==> src/rtl/bch_enc_ctrl_if.sv <==
// Port bundle between the BCH(15,7) sequencing controller, its message source,
// the serial encoder and the channel. BCH_ENC_CTRL_PAR_OUT_EN adds the parallel codeword port.
interface bch_enc_ctrl_if;
   localparam int unsigned K = 7;
   localparam int unsigned N = 15;

   logic [K-1:0] msg_data;
   logic         msg_valid;
   logic         msg_ready;
   logic         enc_init;
   logic         enc_switch;
   logic         enc_din;
   logic         enc_dout;
   logic         ser_bit;
   logic         ser_valid;
   logic         ser_first;
   logic         ser_last;
   logic         busy;
`ifdef BCH_ENC_CTRL_PAR_OUT_EN
   logic [N-1:0] cw_data;
   logic         cw_valid;
`endif

   // Environment side: message source, encoder dout and channel sink.
   modport master (
      output msg_data, msg_valid, enc_dout,
      input  msg_ready, enc_init, enc_switch, enc_din,
      input  ser_bit, ser_valid, ser_first, ser_last, busy
`ifdef BCH_ENC_CTRL_PAR_OUT_EN
      , input cw_data, cw_valid
`endif
   );

   // Controller side.
   modport slave (
      input  msg_data, msg_valid, enc_dout,
      output msg_ready, enc_init, enc_switch, enc_din,
      output ser_bit, ser_valid, ser_first, ser_last, busy
`ifdef BCH_ENC_CTRL_PAR_OUT_EN
      , output cw_data, cw_valid
`endif
   );
endinterface

==> src/rtl/bch_enc_ctrl.sv <==
// Sequencing controller for the serial BCH(15,7) LFSR encoder: INIT, 7 message bits, 8 parity bits.
// Optional parallel codeword capture is enabled with BCH_ENC_CTRL_PAR_OUT_EN.
module bch_enc_ctrl (
   input  logic         clk,
   input  logic         reset,
   bch_enc_ctrl_if.slave bus
);
   localparam int unsigned K_W   = 7;
   localparam int unsigned N_W   = 15;
   localparam int unsigned CNT_W = 3;
   localparam logic [CNT_W-1:0] MSG_LAST = CNT_W'(K_W - 1);
   localparam logic [CNT_W-1:0] PAR_LAST = CNT_W'(N_W - K_W - 1);

   typedef enum logic [1:0] {
      S_IDLE = 2'd0,
      S_INIT = 2'd1,
      S_MSG  = 2'd2,
      S_PAR  = 2'd3
   } state_e;

   state_e           state_q, state_d;
   logic [CNT_W-1:0] cnt_q, cnt_d;
   logic [K_W-1:0]   sreg_q, sreg_d;
   logic             ready_q, ready_d;
   logic             init_q, init_d;
   logic             switch_q, switch_d;
   logic             din_q, din_d;
   logic             valid_q, valid_d;
   logic             first_q, first_d;
   logic             last_q, last_d;
   logic             busy_q, busy_d;
   logic             hs_c;

   // Reset gates acceptance so nothing is captured while reset is held.
   assign hs_c = bus.msg_valid && ready_q && !reset;

   // Next state plus next-cycle control outputs decoded from the next state.
   always_comb begin
      state_d  = state_q;
      cnt_d    = cnt_q;
      sreg_d   = sreg_q;

      unique case (state_q)
         S_IDLE: begin
            if (hs_c) begin
               sreg_d  = bus.msg_data;
               cnt_d   = '0;
               state_d = S_INIT;
            end
         end
         S_INIT: begin
            cnt_d   = '0;
            state_d = S_MSG;
         end
         S_MSG: begin
            sreg_d = {sreg_q[K_W-2:0], 1'b0};
            if (cnt_q == MSG_LAST) begin
               cnt_d   = '0;
               state_d = S_PAR;
            end else begin
               cnt_d = CNT_W'(cnt_q + CNT_W'(1));
            end
         end
         S_PAR: begin
            cnt_d = CNT_W'(cnt_q + CNT_W'(1));
            if (cnt_q == PAR_LAST) begin
               if (hs_c) begin
                  sreg_d  = bus.msg_data;
                  cnt_d   = '0;
                  state_d = S_INIT;
               end else begin
                  state_d = S_IDLE;
               end
            end
         end
         default: begin
            cnt_d   = '0;
            state_d = S_IDLE;
         end
      endcase

      ready_d  = (state_d == S_IDLE) || ((state_d == S_PAR) && (cnt_d == PAR_LAST));
      init_d   = (state_d == S_INIT);
      switch_d = (state_d == S_MSG);
      din_d    = (state_d == S_MSG) && sreg_d[K_W-1];
      valid_d  = (state_d == S_MSG) || (state_d == S_PAR);
      first_d  = (state_d == S_MSG) && (cnt_d == '0);
      last_d   = (state_d == S_PAR) && (cnt_d == PAR_LAST);
      busy_d   = (state_d != S_IDLE);
   end

   always_ff @(posedge clk) begin
      if (reset) begin
         state_q  <= S_IDLE;
         cnt_q    <= '0;
         sreg_q   <= '0;
         ready_q  <= 1'b1;
         init_q   <= 1'b0;
         switch_q <= 1'b0;
         din_q    <= 1'b0;
         valid_q  <= 1'b0;
         first_q  <= 1'b0;
         last_q   <= 1'b0;
         busy_q   <= 1'b0;
      end else begin
         state_q  <= state_d;
         cnt_q    <= cnt_d;
         sreg_q   <= sreg_d;
         ready_q  <= ready_d;
         init_q   <= init_d;
         switch_q <= switch_d;
         din_q    <= din_d;
         valid_q  <= valid_d;
         first_q  <= first_d;
         last_q   <= last_d;
         busy_q   <= busy_d;
      end
   end

   assign bus.msg_ready  = ready_q && !reset;
   assign bus.enc_init   = init_q;
   assign bus.enc_switch = switch_q;
   assign bus.enc_din    = din_q;
   assign bus.ser_valid  = valid_q;
   assign bus.ser_first  = first_q;
   assign bus.ser_last   = last_q;
   assign bus.busy       = busy_q;
   // Encoder output passes straight through; the only combinational output path.
   assign bus.ser_bit    = valid_q && bus.enc_dout;

`ifdef BCH_ENC_CTRL_PAR_OUT_EN
   logic [N_W-2:0] cw_sh_q, cw_sh_d;
   logic [N_W-1:0] cw_data_q, cw_data_d;
   logic           cw_valid_q, cw_valid_d;

   // First 14 bits collect in cw_sh; the 15th completes the word on ser_last.
   always_comb begin
      cw_sh_d    = cw_sh_q;
      cw_data_d  = cw_data_q;
      cw_valid_d = last_q;
      if (valid_q) begin
         cw_sh_d = {cw_sh_q[N_W-3:0], bus.enc_dout};
      end
      if (last_q) begin
         cw_data_d = {cw_sh_q, bus.enc_dout};
      end
   end

   always_ff @(posedge clk) begin
      if (reset) begin
         cw_sh_q    <= '0;
         cw_data_q  <= '0;
         cw_valid_q <= 1'b0;
      end else begin
         cw_sh_q    <= cw_sh_d;
         cw_data_q  <= cw_data_d;
         cw_valid_q <= cw_valid_d;
      end
   end

   assign bus.cw_data  = cw_data_q;
   assign bus.cw_valid = cw_valid_q;
`endif
endmodule

==> src/flat_wrapper.sv <==
// flat-port wrapper written by rule: the top's interface ports become plain ports
module bch_enc_ctrl_flat 
  (clk, reset, bus_msg_data, bus_msg_valid, bus_enc_dout, bus_msg_ready, bus_enc_init, bus_enc_switch, bus_enc_din, bus_ser_bit, bus_ser_valid, bus_ser_first, bus_ser_last, bus_busy);
  bch_enc_ctrl_if bus_i ();
  input  logic clk;
  input  logic reset;
  input wire logic [$bits(bus_i.msg_data)-1:0] bus_msg_data;
  input wire logic [$bits(bus_i.msg_valid)-1:0] bus_msg_valid;
  input wire logic [$bits(bus_i.enc_dout)-1:0] bus_enc_dout;
  output wire logic [$bits(bus_i.msg_ready)-1:0] bus_msg_ready;
  output wire logic [$bits(bus_i.enc_init)-1:0] bus_enc_init;
  output wire logic [$bits(bus_i.enc_switch)-1:0] bus_enc_switch;
  output wire logic [$bits(bus_i.enc_din)-1:0] bus_enc_din;
  output wire logic [$bits(bus_i.ser_bit)-1:0] bus_ser_bit;
  output wire logic [$bits(bus_i.ser_valid)-1:0] bus_ser_valid;
  output wire logic [$bits(bus_i.ser_first)-1:0] bus_ser_first;
  output wire logic [$bits(bus_i.ser_last)-1:0] bus_ser_last;
  output wire logic [$bits(bus_i.busy)-1:0] bus_busy;
  assign bus_i.msg_data = bus_msg_data;
  assign bus_i.msg_valid = bus_msg_valid;
  assign bus_i.enc_dout = bus_enc_dout;
  assign bus_msg_ready = bus_i.msg_ready;
  assign bus_enc_init = bus_i.enc_init;
  assign bus_enc_switch = bus_i.enc_switch;
  assign bus_enc_din = bus_i.enc_din;
  assign bus_ser_bit = bus_i.ser_bit;
  assign bus_ser_valid = bus_i.ser_valid;
  assign bus_ser_first = bus_i.ser_first;
  assign bus_ser_last = bus_i.ser_last;
  assign bus_busy = bus_i.busy;
  bch_enc_ctrl u_core (.clk(clk), .reset(reset), .bus(bus_i));
endmodule
==> config.mk <==
export PLATFORM = sky130hd
export DESIGN_NAME = bch_enc_ctrl_flat
export DESIGN_NICKNAME = d
export VERILOG_FILES = /design/src/rtl/bch_enc_ctrl_if.sv /design/src/rtl/bch_enc_ctrl.sv /design/src/flat_wrapper.sv
export SDC_FILE = /design/constraint.sdc
export NUM_CORES = 1
export LEC_CHECK = 0
export ABC_CLOCK_PERIOD_IN_PS = 2100
export BUFFER_PORTS_ARGS = -buffer_cell sky130_fd_sc_hd__clkbuf_2
export CAP_MARGIN = 0
export CORE_AREA = 5 5 50 52
export CTS_CLUSTER_DIAMETER = 60
export DETAILED_ROUTE_END_ITERATION = 10
export DIE_AREA = 0 0 55 57
export GPL_TIMING_DRIVEN = 0
export PLACE_DENSITY_LB_ADDON = 0.15
export SLEW_MARGIN = 20
export SYNTH_ARGS = -nofsm -noshare
export SYNTH_HDL_FRONTEND = slang
export SYNTH_SLANG_ARGS = --single-unit
==> constraint.sdc <==
create_clock -name clk -period 2.1 [get_ports clk]
set_input_delay 0.105 -clock clk [delete_from_list [all_inputs] [get_ports clk]]
set_output_delay 0.105 -clock clk [all_outputs]
set_load 0.01 [all_outputs]
== Word-level counts from Yosys, hierarchy flattened ==
Index checks and enable logic that the tools add are counted.
Word-level totals
  register bits: 20
  input port bits: 11
  output and inout port bits: 9
  word-level logic and storage cells: 52
Cells by class
  $add $sub $neg: 1
  equal/unequal tests: 10
  multiplexer cells: 13
  reduce and logical (&&, ||, !) cells: 16
Operator list (number)
  7-bit case mux with 3 select lines: 1
  7-bit two-way mux: 2
  3-bit two-way mux: 4
  3-bit case mux with 4 select lines: 1
  3-bit == test, second input constant: 3
  2-bit == test, second input constant: 4
  2-bit case mux with 4 select lines: 1
  1-bit logical AND: 7
  2-bit two-way mux: 3
  2-bit by 1-bit == test with 1-bit output, second input constant: 2
  2-bit logical NOT: 2
  3-bit by 1-bit adder with 3-bit output, second input constant: 1
  3-bit logical NOT: 1
  3-bit nonzero test: 1
  1-bit logical OR: 2
  2-bit by 1-bit inequality test with 1-bit output, second input constant: 1
  2-bit AND reduction: 1
  2-bit nonzero test: 1
  1-bit logical NOT: 1
  1-bit two-way mux: 1

== Logic depth before layout (Yosys ltp) ==
  depth in word-level cells: 8
  depth in mapped cells: 6
  depth with buffers taken out: 6

== Least setup slack after synthesis ==
OpenSTA, ideal clock, no wires.
  path type: register to register
  from: register u_core.cnt_q[0]
  to: register u_core.sreg_q[3]
  library setup time: 0.129 ns
  data arrival time: 1.358 ns
  required time: 1.971 ns
  slack: 0.613 ns
  cell stages (with the launch flop): 7
  path buffers: 0
  period minus slack after synthesis: 1.487 ns
  path through: dfxtp_1 ha_1 ha_1 nand3_1 nand2_1 a222oi_1 nor2_1
Between the ends
  longest elaborated chain between the ends: 3
RTL lines
  start, declared: line bch_enc_ctrl.sv:22  | logic [CNT_W-1:0] cnt_q, cnt_d;
  start signal, assigned: line bch_enc_ctrl.sv:107  | cnt_q <= cnt_d;
  3-bit == test: line bch_enc_ctrl.sv:66  | if (cnt_q == PAR_LAST) begin
  2-bit by 1-bit inequality test with 1-bit output (no source line)
  2-bit AND reduction (no source line)
  end signal, assigned: line bch_enc_ctrl.sv:108  | sreg_q <= sreg_d;
  end, declared: line bch_enc_ctrl.sv:23  | logic [K_W-1:0] sreg_q, sreg_d;
Every way passes these cells.
A chain may end at the register's enable or synchronous reset.

== Final worst setup path ==
  from: register u_core.cnt_q[0]
  to: register u_core.first_q (netlist: u_core.bus.ser_first)
Between the ends
  longest elaborated chain between the ends: 6
  elaborated cells between the ends (all ways): 14
  those cells by class: add/sub: 1; eq/ne: 3; mux: 8; reduce/logical: 2
RTL lines
  3-bit by 1-bit adder with 3-bit output: line bch_enc_ctrl.sv:61, bch_enc_ctrl.sv:65
  3-bit two-way mux: line bch_enc_ctrl.sv:67  | if (hs_c) begin
  3-bit two-way mux: line bch_enc_ctrl.sv:66
  3-bit case mux with 4 select lines: line bch_enc_ctrl.sv:43  | unique case (state_q)
  3-bit logical NOT: line bch_enc_ctrl.sv:87  | first_d = (state_d == S_MSG) && (cnt_d == '0);
  1-bit logical AND (*): line bch_enc_ctrl.sv:87
  end signal, assigned: line bch_enc_ctrl.sv:114  | first_q <= first_d;
  end, declared: line bch_enc_ctrl.sv:29  | logic first_q, first_d;
Mark *: on every way between the ends. The rest lies on a longest branch, timed or not.

==> out/qor.txt <==
sw frac -> 0.278
CP delay by family, top -> adder cells
part of the cycle the worst path needs -> 0.852
Core ar. -> 2060 sq um
CTS buffer count -> 3
fill count -> 203
VDD IR max -> 0.000528 V
Final setup violation count -> 0
Seq/Total Area, Yosys -> 0.395
number of iterations in the first detailed-routing pass -> 5
Rows -> 17
pwr/cell area -> 682 nW/um^2
Critical Path RT -> 2350 ps
critical path class -> reg -> reg
Total Neg Setup Slack -> 0 ps
CP bufs+invs -> 0
Synth Cell Area -> 1010 sq um
post-synthesis compound-gate area fraction -> 0.229
XOR/XNOR Fraction of Synth Area -> 0
min-delay worst type -> in -> reg
DP Area -> 1140 sq um
Synth Area in Adders -> 0.0493
gp weighted congestion -> 0.821
EDFF count, synth -> 0
first-pass GRT wire length -> 3.75 mm
synth unique cells -> 38
Worst Skew -> 6.76 ps
Clock H-tree levels -> 1
simple-gate area share of the yosys netlist -> 0.217
ys async rst share -> 0
P_int -> 0.592 mW
worst path arrival time -> 2040 ps
post-synthesis cell count -> 108
gr usage total -> 0.156
post-CTS setup buffer count -> 0
achievable clock frequency -> 559 MHz
Max Cap Violations -> 0
initial antenna violation count -> 0
Power, Total -> 0.819 mW
Syn Nets -> 123
Clock Latency Late Sink -> 300 ps
number of synthesis warnings -> 0
max_slew headroom -> 0.691
I/O pins -> 20
Initial Utilization -> 0.492
worst slew pin tran -> 464 ps
Worst path most repeated cell -> ha_1
multi-input combinational cell area -> 561 sq um
Seq pwr share -> 0.521
Antenna Nets Post-Route -> 0
total gr overflow -> 0
clock root buffer -> clkbuf_4
commonest cells after routing, fill and taps aside -> dfxtp_1 (20), clkbuf_2 (19), nor2_1 (11)
top_reg_cell synth -> dfxtp_1
DRC viols -> 0
status -> complete, no violations
Worst Path Max Fanout -> 7
die area -> 3140 sq um
Slowest cell on crit path -> dfxtp_1
most common cell after layout, fill and taps aside -> dfxtp_1
unrepaired setup endpoints after global routing -> no
post-synthesis mux area share -> 0.0567
Max Slew Vio Count -> 0
die extent in y -> 57 um
Critical Path Source Type -> register
switching pwr -> 0.227 mW
static leakage -> 0.507 nW
Area Growth Syn to Fin -> 18.4%
Final Hold Vio Count -> 0
post-CTS sizing -> 0
clock slew at reported path FFs -> 120 ps
post-synthesis register bit count -> 20
Net count, final -> 149
Max stage delay on crit path -> 420 ps
clock network power share -> 0.276
Post-Layout Inst Area -> 1200 sq um
Vias -> 871
Final Critical Period -> 1790 ps
clock sinks -> 20
vias per cell -> 5.41
combinational share of power -> 0.204
Syn Area/Cell -> 9.40 sq um
die width -> 55 um
type of element capturing the critical path -> register
Layout Utilization -> 0.582
Starting DRT DRC Count -> 24
ANT cells -> 0
largest net degree at the start of global routing -> 12
WL per Instance -> 13.7 um
CTS tree -> yes
vias in the first global route -> 846
Routed WL -> 2.20 mm
Longest Clk Path Bufs -> 2
sequential cell area -> 400 sq um
CP cell instances -> ha_1, ha_1, nand2_1, o221a_1, a31oi_1, and4_1
layout cells sized above 1 -> 0.308
post-DP HPWL -> 1.61 mm
port bufs -> 19
main combinational cell family by area after synthesis -> compound AO/OA/AOI/OAI gates
==> worst reg2reg max path: stages, from the launching register on <==
cell     delay (ps)
dfxtp_1         420
ha_1            180
ha_1            320
nand2_1         140
o221a_1         260
a31oi_1         210
and4_1          210
==> synth_stat cells (2+ instances only) <==
| cell type | number | share of area |
|---|---|---|
| a21oi_1 | 9 | 0.044 |
| a222oi_1 | 3 | 0.030 |
| a31oi_1 | 2 | 0.012 |
| and2_1 | 2 | 0.012 |
| buf_2 | 4 | 0.020 |
| dfxtp_1 | 20 | 0.39 |
| ha_1 | 4 | 0.049 |
| inv_1 | 3 | 0.011 |
| mux2_2 | 2 | 0.022 |
| mux2i_1 | 2 | 0.020 |
| nand2_1 | 9 | 0.033 |
| nand3_1 | 3 | 0.015 |
| nor2_1 | 11 | 0.041 |
| nor2b_1 | 3 | 0.018 |
| o21ai_0 | 6 | 0.030 |
| o21ba_2 | 2 | 0.020 |
| or2_2 | 2 | 0.012 |
==> power groups by stage <==
stage	clock network (mW)	logic [mW]	registers (mW)
2_1_floorplan	0	0.114	0.435
3_3_place_gp	0	0.161	0.434
3_5_place_dp	0	0.164	0.435
4_1_cts	0.230	0.168	0.426
5_1_grt	0.242	0.187	0.430
6_report	0.226	0.167	0.426
==> cell type report <==
type                    count  share of cell area
multi-input cells          78               0.467
flip-flops and latches     20               0.333
repair buffers             21              0.0958
plain buffers               7              0.0354
clock buffers               4              0.0302
well taps                  28              0.0292
inverters                   3             0.00938
==> repair_timing <==
action / CTS / global route
setup endpoints to repair: 0 / 0
endpoints found under the hold margin: 2 / 0
hold buffers: 2 / 0
==> path summary, 6_finish.rpt <==
check / startpoint / end / slack (ps) / depth (start not counted)
setup / recovery: u_core.cnt_q[0] / u_core.bus.ser_first / 310 / 6
setup reg to reg: u_core.cnt_q[0] / u_core.bus.ser_first / 310 / 6
hold reg to reg: u_core.sreg_q[6] / u_core.bus.enc_din / 510 / 2
hold / removal: reset / u_core.sreg_q[0] / 120 / 3
==> through the flow <==
step / std cells / worst slack, ps / hold slack, ps
CTS: 161 / 348 / 129
global route: 161 / 203 / 138
finish: 161 / 311 / 125
floorplan: 108 / 613 / 214
global placement: 155 / 392 / 303
detailed placement: 155 / 363 / 307
==> cell families after synthesis <==
family          count (synthesis)
compound gates                 30
fa+ha+maj                       4
buf+inv                        10
flops                          20
mux                             5
simple gates                   39
==> routing by layer <==
metal	track usage	vias to the layer above	share of wire
met5	0	-	0
met3	0.0235	5	0.029
met2	0.240	14	0.48
met1	0.221	407	0.48
li1	-	445	-
met4	0.0521	0	0.015
==> registers in the layout, summed over array words and instances (netlist names) <==
| name | count |
|---|---|
| u_core.bus.ser_first | 1 |
| u_core.ready_q | 1 |
| u_core.bus.ser_valid | 1 |
| u_core.bus.enc_din | 1 |
| u_core.sreg_q | 7 |
| u_core.bus.ser_last | 1 |
| u_core.bus.enc_switch | 1 |
| u_core.bus.busy | 1 |
| u_core.cnt_q | 3 |
| u_core.bus.enc_init | 1 |
| u_core.state_q | 2 |
Power figures use the tool's default switching activity.
